`config.mk`:
```
export PLATFORM = sky130hd
export DESIGN_NAME = multicycle_controller_flat
export DESIGN_NICKNAME = d
export VERILOG_FILES = /design/src/rtl/arm_ctrl_pkg.sv /design/src/rtl/multicycle_controller_if.sv /design/src/rtl/multicycle_controller_cond_logic.sv /design/src/rtl/multicycle_controller.sv /design/src/flat_wrapper.sv
export SDC_FILE = /design/constraint.sdc
export NUM_CORES = 1
export LEC_CHECK = 0
export ABC_CLOCK_PERIOD_IN_PS = 1500
export CORE_MARGIN = 2
export CORE_UTILIZATION = 35
export CTS_CLUSTER_SIZE = 28
export DETAILED_ROUTE_END_ITERATION = 6
export DONT_BUFFER_PORTS = 1
export GPL_TIMING_DRIVEN = 0
export SYNTH_ARGS = -nofsm -noshare
export SYNTH_HDL_FRONTEND = slang
export SYNTH_HIERARCHICAL = 1
export SYNTH_SLANG_ARGS = --single-unit
```
`constraint.sdc`:
```
create_clock -name clk -period 1.5 [get_ports clk]
set_clock_uncertainty 0.05 [all_clocks]
set_input_delay 0.15 -clock clk [delete_from_list [all_inputs] [get_ports clk]]
set_output_delay 0.15 -clock clk [all_outputs]
set_load 0.02 [all_outputs]
```
`src/rtl/arm_ctrl_pkg.sv`:
```
// Shared encodings for the multicycle ARM-subset controller: FSM states,
// instruction field codes and datapath mux select values.
package arm_ctrl_pkg;

  localparam logic [3:0] S_FETCH    = 4'd0;
  localparam logic [3:0] S_DECODE   = 4'd1;
  localparam logic [3:0] S_MEMADR   = 4'd2;
  localparam logic [3:0] S_MEMRD    = 4'd3;
  localparam logic [3:0] S_MEMWB    = 4'd4;
  localparam logic [3:0] S_MEMWR    = 4'd5;
  localparam logic [3:0] S_EXECUTER = 4'd6;
  localparam logic [3:0] S_EXECUTEI = 4'd7;
  localparam logic [3:0] S_ALUWB    = 4'd8;
  localparam logic [3:0] S_BRANCH   = 4'd9;

  typedef enum logic [3:0] {
    FETCH    = S_FETCH,
    DECODE   = S_DECODE,
    MEMADR   = S_MEMADR,
    MEMRD    = S_MEMRD,
    MEMWB    = S_MEMWB,
    MEMWR    = S_MEMWR,
    EXECUTER = S_EXECUTER,
    EXECUTEI = S_EXECUTEI,
    ALUWB    = S_ALUWB,
    BRANCH   = S_BRANCH
  } state_e;

  localparam logic [1:0] OP_DP  = 2'b00;
  localparam logic [1:0] OP_MEM = 2'b01;
  localparam logic [1:0] OP_BR  = 2'b10;

  localparam logic [3:0] CMD_ADD = 4'b0100;
  localparam logic [3:0] CMD_SUB = 4'b0010;
  localparam logic [3:0] CMD_AND = 4'b0000;
  localparam logic [3:0] CMD_ORR = 4'b1100;

  localparam logic [1:0] ALU_ADD = 2'b00;
  localparam logic [1:0] ALU_SUB = 2'b01;
  localparam logic [1:0] ALU_AND = 2'b10;
  localparam logic [1:0] ALU_ORR = 2'b11;

  localparam logic [3:0] COND_EQ = 4'b0000;
  localparam logic [3:0] COND_NE = 4'b0001;
  localparam logic [3:0] COND_CS = 4'b0010;
  localparam logic [3:0] COND_CC = 4'b0011;
  localparam logic [3:0] COND_MI = 4'b0100;
  localparam logic [3:0] COND_PL = 4'b0101;
  localparam logic [3:0] COND_VS = 4'b0110;
  localparam logic [3:0] COND_VC = 4'b0111;
  localparam logic [3:0] COND_HI = 4'b1000;
  localparam logic [3:0] COND_LS = 4'b1001;
  localparam logic [3:0] COND_GE = 4'b1010;
  localparam logic [3:0] COND_LT = 4'b1011;
  localparam logic [3:0] COND_GT = 4'b1100;
  localparam logic [3:0] COND_LE = 4'b1101;
  localparam logic [3:0] COND_AL = 4'b1110;
  localparam logic [3:0] COND_NV = 4'b1111;

  localparam logic [1:0] SRCB_REG  = 2'b00;
  localparam logic [1:0] SRCB_IMM  = 2'b01;
  localparam logic [1:0] SRCB_FOUR = 2'b10;

  localparam logic [1:0] RES_ALUOUT    = 2'b00;
  localparam logic [1:0] RES_DATA      = 2'b01;
  localparam logic [1:0] RES_ALURESULT = 2'b10;

  // Commands outside the supported four fall back to add.
  function automatic logic [1:0] alu_decode(input logic [3:0] cmd);
    case (cmd)
      CMD_ADD: alu_decode = ALU_ADD;
      CMD_SUB: alu_decode = ALU_SUB;
      CMD_AND: alu_decode = ALU_AND;
      CMD_ORR: alu_decode = ALU_ORR;
      default: alu_decode = ALU_ADD;
    endcase
  endfunction

endpackage

```
`src/rtl/multicycle_controller_if.sv`:
```
// Instruction fields and ALU flags in, datapath controls out; master is the
// datapath side, slave is the controller.
interface multicycle_controller_if;

  logic [3:0] Cond;
  logic [1:0] Op;
  logic [5:0] Funct;
  logic [3:0] Rd;
  logic [3:0] ALUFlags;

  logic       PCWrite;
  logic       AdrSrc;
  logic       MemWrite;
  logic       IRWrite;
  logic       RegWrite;
  logic [1:0] ResultSrc;
  logic       ALUSrcA;
  logic [1:0] ALUSrcB;
  logic [1:0] ALUControl;
  logic [1:0] ImmSrc;
  logic [1:0] RegSrc;
  logic       Illegal;
  logic [3:0] State;

  modport master (
    output Cond, Op, Funct, Rd, ALUFlags,
    input  PCWrite, AdrSrc, MemWrite, IRWrite, RegWrite, ResultSrc,
           ALUSrcA, ALUSrcB, ALUControl, ImmSrc, RegSrc, Illegal, State
  );

  modport slave (
    input  Cond, Op, Funct, Rd, ALUFlags,
    output PCWrite, AdrSrc, MemWrite, IRWrite, RegWrite, ResultSrc,
           ALUSrcA, ALUSrcB, ALUControl, ImmSrc, RegSrc, Illegal, State
  );

endinterface

```
`src/rtl/multicycle_controller_cond_logic.sv`:
```
// NZCV flag register and ARM condition check; condex_q is captured once per
// instruction and gates both the flag writes and the controller's enables.
module cond_logic
  import arm_ctrl_pkg::*;
#(
  parameter logic [3:0] INIT_FLAGS = 4'b0000
) (
  input  logic       clk,
  input  logic       reset,
  input  logic [3:0] Cond,
  input  logic [3:0] ALUFlags,
  input  logic [1:0] FlagWrite,
  input  logic       CondLoad,
  output logic       condex_q
);

  logic [3:0] flags_q, flags_d;
  logic       condex_d;
  logic       condex;
  logic       n, z, c, v;

  assign {n, z, c, v} = flags_q;

  always_comb begin
    condex = 1'b0;
    case (Cond)
      COND_EQ: condex = z;
      COND_NE: condex = ~z;
      COND_CS: condex = c;
      COND_CC: condex = ~c;
      COND_MI: condex = n;
      COND_PL: condex = ~n;
      COND_VS: condex = v;
      COND_VC: condex = ~v;
      COND_HI: condex = c & ~z;
      COND_LS: condex = ~c | z;
      COND_GE: condex = (n == v);
      COND_LT: condex = (n != v);
      COND_GT: condex = ~z & (n == v);
      COND_LE: condex = z | (n != v);
      COND_AL: condex = 1'b1;
      default: condex = 1'b0;
    endcase
  end

  // FlagWrite[1] covers N/Z, FlagWrite[0] covers C/V; a failed condition blocks both.
  always_comb begin
    flags_d  = flags_q;
    condex_d = condex_q;
    if (FlagWrite[1] && condex_q) flags_d[3:2] = ALUFlags[3:2];
    if (FlagWrite[0] && condex_q) flags_d[1:0] = ALUFlags[1:0];
    if (CondLoad) condex_d = condex;
  end

  always_ff @(posedge clk or posedge reset) begin
    if (reset) begin
      flags_q  <= INIT_FLAGS;
      condex_q <= 1'b0;
    end else begin
      flags_q  <= flags_d;
      condex_q <= condex_d;
    end
  end

endmodule

```
`src/rtl/multicycle_controller.sv`:
```
// Main FSM and instruction decoder of the multicycle ARM-subset processor;
// every output is a function of the current state and the IR fields.
module multicycle_controller
  import arm_ctrl_pkg::*;
#(
  parameter logic [3:0] INIT_FLAGS = 4'b0000
) (
  input  logic                  clk,
  input  logic                  reset,
  multicycle_controller_if.slave ctrl
);

  state_e     state_q, state_d;
  logic       condex_q;
  logic [1:0] flag_write;
  logic       cond_load;
  logic [3:0] cmd;
  logic       cmd_arith;

  logic       pc_write, adr_src, mem_write, ir_write, reg_write;
  logic       alu_src_a, illegal;
  logic [1:0] result_src, alu_src_b, alu_control;

  assign cmd       = ctrl.Funct[4:1];
  assign cmd_arith = (cmd == CMD_ADD) || (cmd == CMD_SUB);

  cond_logic #(
    .INIT_FLAGS (INIT_FLAGS)
  ) u_cond (
    .clk       (clk),
    .reset     (reset),
    .Cond      (ctrl.Cond),
    .ALUFlags  (ctrl.ALUFlags),
    .FlagWrite (flag_write),
    .CondLoad  (cond_load),
    .condex_q  (condex_q)
  );

  always_ff @(posedge clk or posedge reset) begin
    if (reset) state_q <= FETCH;
    else       state_q <= state_d;
  end

  always_comb begin
    state_d     = FETCH;
    pc_write    = 1'b0;
    adr_src     = 1'b0;
    mem_write   = 1'b0;
    ir_write    = 1'b0;
    reg_write   = 1'b0;
    result_src  = RES_ALUOUT;
    alu_src_a   = 1'b0;
    alu_src_b   = SRCB_REG;
    alu_control = ALU_ADD;
    illegal     = 1'b0;
    flag_write  = 2'b00;
    cond_load   = 1'b0;

    case (state_q)
      FETCH: begin
        ir_write   = 1'b1;
        alu_src_a  = 1'b1;
        alu_src_b  = SRCB_FOUR;
        result_src = RES_ALURESULT;
        pc_write   = 1'b1;
        state_d    = DECODE;
      end
      // PC already advanced by 4, so adding 4 again gives PC+8 for an R15 read.
      DECODE: begin
        alu_src_a  = 1'b1;
        alu_src_b  = SRCB_FOUR;
        result_src = RES_ALURESULT;
        cond_load  = 1'b1;
        case (ctrl.Op)
          OP_DP:   state_d = ctrl.Funct[5] ? EXECUTEI : EXECUTER;
          OP_MEM:  state_d = MEMADR;
          OP_BR:   state_d = BRANCH;
          default: begin
            illegal = 1'b1;
            state_d = FETCH;
          end
        endcase
      end
      MEMADR: begin
        alu_src_b = SRCB_IMM;
        state_d   = ctrl.Funct[0] ? MEMRD : MEMWR;
      end
      MEMRD: begin
        adr_src = 1'b1;
        state_d = MEMWB;
      end
      MEMWB: begin
        result_src = RES_DATA;
        reg_write  = condex_q;
      end
      MEMWR: begin
        adr_src   = 1'b1;
        mem_write = condex_q;
      end
      EXECUTER, EXECUTEI: begin
        alu_src_b   = (state_q == EXECUTEI) ? SRCB_IMM : SRCB_REG;
        alu_control = alu_decode(cmd);
        flag_write  = {ctrl.Funct[0], ctrl.Funct[0] & cmd_arith};
        state_d     = ALUWB;
      end
      ALUWB: begin
        reg_write = condex_q;
        pc_write  = condex_q & (ctrl.Rd == 4'd15);
      end
      BRANCH: begin
        alu_src_b  = SRCB_IMM;
        result_src = RES_ALURESULT;
        pc_write   = condex_q;
      end
      default: state_d = FETCH;
    endcase
  end

  assign ctrl.PCWrite    = pc_write;
  assign ctrl.AdrSrc     = adr_src;
  assign ctrl.MemWrite   = mem_write;
  assign ctrl.IRWrite    = ir_write;
  assign ctrl.RegWrite   = reg_write;
  assign ctrl.ResultSrc  = result_src;
  assign ctrl.ALUSrcA    = alu_src_a;
  assign ctrl.ALUSrcB    = alu_src_b;
  assign ctrl.ALUControl = alu_control;
  assign ctrl.ImmSrc     = ctrl.Op;
  assign ctrl.RegSrc     = {ctrl.Op == OP_MEM, ctrl.Op == OP_BR};
  assign ctrl.Illegal    = illegal;
  assign ctrl.State      = state_q;

endmodule

```
`src/flat_wrapper.sv`:
```
// flat-port wrapper written by rule: the top's interface ports become plain ports
module multicycle_controller_flat import arm_ctrl_pkg::*;
#(
  parameter logic [3:0] INIT_FLAGS = 4'b0000
)
  (clk, reset, ctrl_Cond, ctrl_Op, ctrl_Funct, ctrl_Rd, ctrl_ALUFlags, ctrl_PCWrite, ctrl_AdrSrc, ctrl_MemWrite, ctrl_IRWrite, ctrl_RegWrite, ctrl_ResultSrc, ctrl_ALUSrcA, ctrl_ALUSrcB, ctrl_ALUControl, ctrl_ImmSrc, ctrl_RegSrc, ctrl_Illegal, ctrl_State);
  multicycle_controller_if ctrl_i ();
  input  logic clk;
  input  logic reset;
  input wire logic [$bits(ctrl_i.Cond)-1:0] ctrl_Cond;
  input wire logic [$bits(ctrl_i.Op)-1:0] ctrl_Op;
  input wire logic [$bits(ctrl_i.Funct)-1:0] ctrl_Funct;
  input wire logic [$bits(ctrl_i.Rd)-1:0] ctrl_Rd;
  input wire logic [$bits(ctrl_i.ALUFlags)-1:0] ctrl_ALUFlags;
  output wire logic [$bits(ctrl_i.PCWrite)-1:0] ctrl_PCWrite;
  output wire logic [$bits(ctrl_i.AdrSrc)-1:0] ctrl_AdrSrc;
  output wire logic [$bits(ctrl_i.MemWrite)-1:0] ctrl_MemWrite;
  output wire logic [$bits(ctrl_i.IRWrite)-1:0] ctrl_IRWrite;
  output wire logic [$bits(ctrl_i.RegWrite)-1:0] ctrl_RegWrite;
  output wire logic [$bits(ctrl_i.ResultSrc)-1:0] ctrl_ResultSrc;
  output wire logic [$bits(ctrl_i.ALUSrcA)-1:0] ctrl_ALUSrcA;
  output wire logic [$bits(ctrl_i.ALUSrcB)-1:0] ctrl_ALUSrcB;
  output wire logic [$bits(ctrl_i.ALUControl)-1:0] ctrl_ALUControl;
  output wire logic [$bits(ctrl_i.ImmSrc)-1:0] ctrl_ImmSrc;
  output wire logic [$bits(ctrl_i.RegSrc)-1:0] ctrl_RegSrc;
  output wire logic [$bits(ctrl_i.Illegal)-1:0] ctrl_Illegal;
  output wire logic [$bits(ctrl_i.State)-1:0] ctrl_State;
  assign ctrl_i.Cond = ctrl_Cond;
  assign ctrl_i.Op = ctrl_Op;
  assign ctrl_i.Funct = ctrl_Funct;
  assign ctrl_i.Rd = ctrl_Rd;
  assign ctrl_i.ALUFlags = ctrl_ALUFlags;
  assign ctrl_PCWrite = ctrl_i.PCWrite;
  assign ctrl_AdrSrc = ctrl_i.AdrSrc;
  assign ctrl_MemWrite = ctrl_i.MemWrite;
  assign ctrl_IRWrite = ctrl_i.IRWrite;
  assign ctrl_RegWrite = ctrl_i.RegWrite;
  assign ctrl_ResultSrc = ctrl_i.ResultSrc;
  assign ctrl_ALUSrcA = ctrl_i.ALUSrcA;
  assign ctrl_ALUSrcB = ctrl_i.ALUSrcB;
  assign ctrl_ALUControl = ctrl_i.ALUControl;
  assign ctrl_ImmSrc = ctrl_i.ImmSrc;
  assign ctrl_RegSrc = ctrl_i.RegSrc;
  assign ctrl_Illegal = ctrl_i.Illegal;
  assign ctrl_State = ctrl_i.State;
  multicycle_controller #(.INIT_FLAGS(INIT_FLAGS)) u_core (.clk(clk), .reset(reset), .ctrl(ctrl_i));
endmodule
```
==> metrics.csv, run 1 <==
metric;value;unit
Pins Over Slew Limit;0;
Synth top area share;25.3;%
maximum clock frequency;563;MHz
Final nets;144;
Final period util;118;%
top_reg_cell synth;dfrtp_1;
largest net degree at the start of global routing;11;
final hold vios;0;
TritonCTS clock tree;yes;
critical-path cell list;or3_4 -> nor4b_4 -> nand2_1 -> mux2_2;
worst slew pin tran;0.470;ns
die height;54.4;µm
WHS;0.0365;ns
vias in the first global route;732;
first-pass GRT wire length;3170;µm
Slowest cell on crit path;dfrtp_4;
DRC Markers;0;
Global Route met2 Usage;24.9;%
Sw Pwr;1220;µW
via count;804;
failing checks;negative setup slack;
total wire length;2190;µm
critical path class;reg -> reg;
DP Area;957;µm²
run status;finished with violations;
largest cells by area after synthesis;dfrtp_1 25%, xor2_1 5.9%, a21oi_1 5.1%, mux2_2 5.1%, nor2b_1 4.2%;
Critical Path Fanout Max;7;
Critical Path RT;1.58;ns
Syn. warnings;6;
Inserted Clock Buffers;3;
Initial DRT Pass Iterations;4;
Worst slew margin;68.7;%
static leakage;0.000520;µW
met3 usage;4.64;%
Switching Fraction;50.0;%
GR peak layer;met2;
Die Area;0.00296;mm²
Power Dens Cells;2010;mW/mm²
Post-Syn Nets;127;
post-synth cell types;39;
Seq cells post-synth;9;
DP Wirelength;1510;µm
Seq/Total Area, Yosys;25.3;%
Core Box Area;0.00243;mm²
Placement Setup Slack;-0.276;ns
arrival time worst endpoint;1.86;ns
max_cap viols;0;
Boundary Pins;43;
M1 GR Usage;17.8;%
endpoint type of the worst setup path;flop;
crit start category;flop;
Wirelength per Cell;14.5;µm
GPL Wtd Cong;0.782;
PortBufs;0;
final worst slack;-0.276;ns
Clk Latency, worst-skew pair;0.24;ns
Multi-input gate area;706;µm²
# diodes;0;
Remaining Overflow, GRT;0;
Cells after Synth;105;
CP max stage delay;0.55;ns
Register Area;233;µm²
Final Critical Period;1.78;ns
GRT Util Overall;14.9;%
Clk pwr share;7.1;%
layout cells sized above 1;43.0;%
TNS Setup;-2.92;ns
CTS Sinks;9;
Antenna Nets Post-Route;0;
combinational share of power;71.6;%
Syn-to-layout area delta;36.6;%
post-synth design cell area;890;µm²
worst min path class;in -> reg;
Peak supply drop;1460;µV
Longest Clk Path Bufs;2;
initial antenna violation count;0;
Die Wd;54.4;µm
Cell Rows;18;
CTS Root Cell;clkbuf_4;
vias per cell;5.32;
top post-synthesis cells by count;9 x a21oi_1, 9 x dfrtp_1, 9 x nand2_1;
clock slew at reported path FFs;0.06;ns
H-tree Lvls;1;
Setup-failing EPs final;18;
cell taking the most area after synthesis;dfrtp_1;
Flop pwr share;21.3;%
internal power;1220;µW
overall power;2440;µW
EDFF count, synth;0;
number of DRC markers in iteration 0;3;
async set-or-reset flop fraction in the synthesized netlist;100;%
filler instances;240;
Starting Density;36.6;%
RSZ-0062 raised after global routing;yes;
Mapped Avg Cell Area;8.47;µm²
final instance area;0.00121;mm²
## per-stage QoR
stage                     instances  utilization, %
after floorplan                 105               -
after global placement          135            39.4
after detailed placement        135            39.4
after CTS                       149            48.4
after global routing            151            49.9
final                           151            49.9
## critical path: cells and delay by family (launching register included)
| kind | cells | cell delay, ns |
|---|---|---|
| mux | 1 | 0.28 |
| simple gates | 3 | 0.78 |
| flops | 1 | 0.55 |
## what timing repair did
item | 4_1_cts | 5_1_grt
setup endpoints to repair | 18 | 18
pin swaps | 7 | 2
gates resized for setup | 24 | 7
hold buffers | 5 | 0
endpoints found under the hold margin | 13 | 0
setup buffers | 5 | 2
gates cloned | 0 | 0
## power groups by stage
stage | Sequential (µW) | Combinational, µW | Clock (µW)
3_3_place_gp | 501 | 1200 | 0
3_5_place_dp | 504 | 1220 | 0
4_1_cts | 525 | 1630 | 183
2_1_floorplan | 469 | 1080 | 0
6_report | 519 | 1750 | 174
5_1_grt | 534 | 1870 | 205
## layout by cell type (no fill, tap or decap), types with 2 or more instances in the layout
cell,instances
nor3b_1,3
nor2_1,4
nor2_4,4
nand2_1,9
a21oi_1,6
buf_4,11
mux2_2,4
xnor2_1,2
dlygate4sd3_1,5
buf_6,5
xor2_1,6
a21oi_2,2
and3_4,3
nor4b_4,2
dfrtp_2,3
nor2b_1,5
nor3_4,2
clkbuf_4,3
inv_1,4
o21ai_0,2
dfrtp_1,5
nand2b_1,3
## sequential cells by signal, indices dropped and copies added, names as in the netlist
name and cells:
u_core/ctrl.State 4, u_core/u_cond/condex_q 1, u_core/u_cond/flags_q 4
## final timing paths
path	startpoint	to	slack, ns	depth (start not counted)
worst min-delay path	ctrl_Op[0]	u_core/ctrl.State[0]$_DFF_PP0_	0.04	3
worst max-delay path	u_core/ctrl.State[3]$_DFF_PP0_	u_core/u_cond/flags_q[1]$_DFFE_PP0P_	-0.28	4
worst max register to register	u_core/ctrl.State[3]$_DFF_PP0_	u_core/u_cond/flags_q[1]$_DFFE_PP0P_	-0.28	4
max in group asynchronous	reset	u_core/u_cond/flags_q[2]$_DFFE_PP0P_	1.02	2
min in group asynchronous	reset	u_core/ctrl.State[3]$_DFF_PP0_	0.19	2
worst min register to register	u_core/u_cond/flags_q[1]$_DFFE_PP0P_	u_core/u_cond/flags_q[1]$_DFFE_PP0P_	0.52	1
## cells by family after synthesis
kind of cell    after synthesis  synth area share, %
simple gates                 48                 34.0
compound gates               19                 14.6
buf+inv                      15                 11.0
xor+xnor                      9                 8.86
flops                         9                 25.3
mux                           5                 6.19
## per-layer routing
metal,routed length [µm],up-vias
met3,152,2
met5,0,-
met2,1120,24
li1,-,395
met4,15,0
met1,898,383
## cell type report
cell class / instances / share of cell area (%)
Clock buffer: 4 / 2.16
Inverter: 5 / 1.54
Timing Repair Buffer: 12 / 8.75
Buffer: 10 / 7.21
Tap cell: 30 / 3.09
Multi-Input combinational cell: 81 / 58.1
Sequential cell: 9 / 19.2
(Power assumes the default switching activity.)
==> run 2, diff against run 1 <==
--- a/config.mk
+++ b/config.mk
@@ -7,12 +7,14 @@
 export LEC_CHECK = 0
 export ABC_CLOCK_PERIOD_IN_PS = 1500
 export CORE_MARGIN = 2
-export CORE_UTILIZATION = 35
+export CORE_UTILIZATION = 55
 export CTS_CLUSTER_SIZE = 28
 export DETAILED_ROUTE_END_ITERATION = 6
 export DONT_BUFFER_PORTS = 1
 export GPL_TIMING_DRIVEN = 0
+export PLACE_DENSITY = 0.73
 export SYNTH_ARGS = -nofsm -noshare
 export SYNTH_HDL_FRONTEND = slang
 export SYNTH_HIERARCHICAL = 1
 export SYNTH_SLANG_ARGS = --single-unit
+export TNS_END_PERCENT = 20
==> run 2 against run 1 <==
The flow still finishes with violations (negative setup slack). Fmax grew 1.5%. Sequential share of layout area rose by 0.36 points. Via count is 2.1% lower. Final cell count is 11% lower. Critical path type unchanged. Largest power group unchanged.
==> metrics.csv, run 2 (synthesized netlist as in run 1, its figures left out) <==
metric;value;unit
GPL Wtd Cong;0.767;
GRT Util Overall;23.5;%
worst hold path startpoint;ctrl_Op[0];
hold endpoint;u_core/ctrl.State[0]$_DFF_PP0_;
PortBufs;0;
Sw Pwr;1210;µW
critical-path cell list;or3_4 -> nor4b_4 -> nand2_1 -> mux2_2;
R2R cell count;4;
Critical Path RT;1.59;ns
failing checks;negative setup slack;
worst min path class;in -> reg;
H-tree Lvls;1;
number of DRC markers in iteration 0;10;
Inserted Clock Buffers;3;
Boundary Pins;43;
Switching Fraction;50.5;%
vias in the first global route;742;
die height;44.2;µm
RSZ-0062 raised after global routing;yes;
Initial DRT Pass Iterations;4;
Die Area;0.00195;mm²
Pins Over Slew Limit;0;
# diodes;0;
overall power;2400;µW
commonest non-fill, non-tap cells in the layout;9 x nand2_1, 8 x buf_4, 7 x a21oi_1;
via count;787;
Placement Setup Slack;-0.250;ns
layout cells sized above 1;42.0;%
DP Wirelength;1350;µm
final worst slack;-0.249;ns
Multi-input gate area;702;µm²
Critical Path Fanout Max;7;
Cell Rows;14;
static leakage;0.000510;µW
Clk pwr share;7.5;%
Final Critical Period;1.75;ns
Remaining Overflow, GRT;0;
combinational share of power;70.8;%
Die Wd;44.2;µm
r2r endpoint;u_core/u_cond/flags_q[0]$_DFFE_PP0P_;
Slowest cell on crit path;dfrtp_2;
WHS;0.0439;ns
total wire length;2080;µm
initial antenna violation count;0;
critical path class;reg -> reg;
endpoint type of the worst setup path;flop;
arrival time worst endpoint;1.84;ns
fin util;78.3;%
crit start category;flop;
Post-Place Cells;121;
clock slew at reported path FFs;0.06;ns
r2r setup slk;-0.25;ns
Setup-failing EPs final;17;
DRC Markers;0;
CP max stage delay;0.52;ns
Final period util;117;%
Starting Density;59.1;%
first-pass GRT wire length;3300;µm
Critical R2R Launch;u_core/ctrl.State[3]$_DFF_PP0_;
internal power;1190;µW
hold depth;3;
TritonCTS clock tree;yes;
commonest non-fill, non-tap cell in the layout;nand2_1;
run status;finished with violations;
Wirelength per Cell;15.4;µm
maximum clock frequency;572;MHz
Syn-to-layout area delta;32.6;%
Peak supply drop;1260;µV
final std cells w/o fill;135;
vias per cell;5.83;
final hold vios;0;
Register Area;230;µm²
worst slew pin tran;0.448;ns
CTS Root Cell;clkbuf_4;
filler instances;106;
Final nets;142;
Flop pwr share;21.8;%
largest net degree at the start of global routing;11;
Power Dens Cells;2030;mW/mm²
max_cap viols;0;
Core Box Area;0.00151;mm²
CTS Sinks;9;
Worst slew margin;70.1;%
Antenna Nets Post-Route;0;
Clk Latency, worst-skew pair;0.25;ns
Longest Clk Path Bufs;2;
run 2: changes by cell type in the layout (fill, tap and decap cells not counted), sizes merged:
cell / previous run / this run
buf: 17 / 15
run 2: stage by stage:
stage	cell area (µm²)	TNS, ns
CTS	1170	-2.64
global route	1180	-3.59
finish	1180	-2.49
global placement	918	-1.59
detailed placement	918	-1.74
floorplan	898	-0.814
run 2: routing by layer:
layer / GRT usage (%) / wire length (µm) / vias up
li1: - / - / 394
met3: 4.08 / 126 / 2
met4: 10.9 / 12 / 0
met5: 0 / 0 / -
met2: 38.5 / 1050 / 24
met1: 30.0 / 890 / 367
run 2: cell type report:
type	instances	share of cell area, %
Buffer	10	7.74
Clock buffer	4	2.23
Inverter	5	1.59
Multi-Input combinational cell	81	59.5
Sequential cell	9	19.5
Tap cell	16	1.70
Timing Repair Buffer	10	7.74
run 2: how the worst max path moves through the flow:
stage,from,to,slack [ns],cells past startpoint
final,u_core/ctrl.State[3]$_DFF_PP0_,u_core/u_cond/flags_q[0]$_DFFE_PP0P_,-0.25,4
after global routing,u_core/ctrl.State[2]$_DFF_PP0_,u_core/u_cond/flags_q[0]$_DFFE_PP0P_,-0.34,6
after CTS,u_core/ctrl.State[2]$_DFF_PP0_,u_core/u_cond/flags_q[1]$_DFFE_PP0P_,-0.26,6
after detailed placement,u_core/ctrl.State[2]$_DFF_PP0_,u_core/u_cond/flags_q[1]$_DFFE_PP0P_,-0.25,6
after global placement,u_core/ctrl.State[2]$_DFF_PP0_,u_core/u_cond/flags_q[1]$_DFFE_PP0P_,-0.24,6
after floorplan,u_core/ctrl.State[2]$_DFF_PP0_,u_core/u_cond/flags_q[0]$_DFFE_PP0P_,-0.17,6
run 2: power by group through the flow:
stage               clock (µW)  combinational [µW]  sequential (µW)
finish                     179                1700              522
global route               207                1790              536
CTS                        188                1660              515
detailed placement           0                1120              497
global placement             0                1110              493
floorplan                    0                1010              468
run 2: critical path, delay by kind of cell (launching register included):
family	cells	cell delay, ns
simple gates	3	0.79
flops	1	0.52
mux	1	0.28
run 2: what timing repair did:
item                       in CTS  in global routing
buffers inserted                4                  1
resized for setup              37                  0
pin swaps                       3                  1
hold endpoints to repair       13                  0
hold buffers                    5                  0
setup endpoints to repair      18                 18
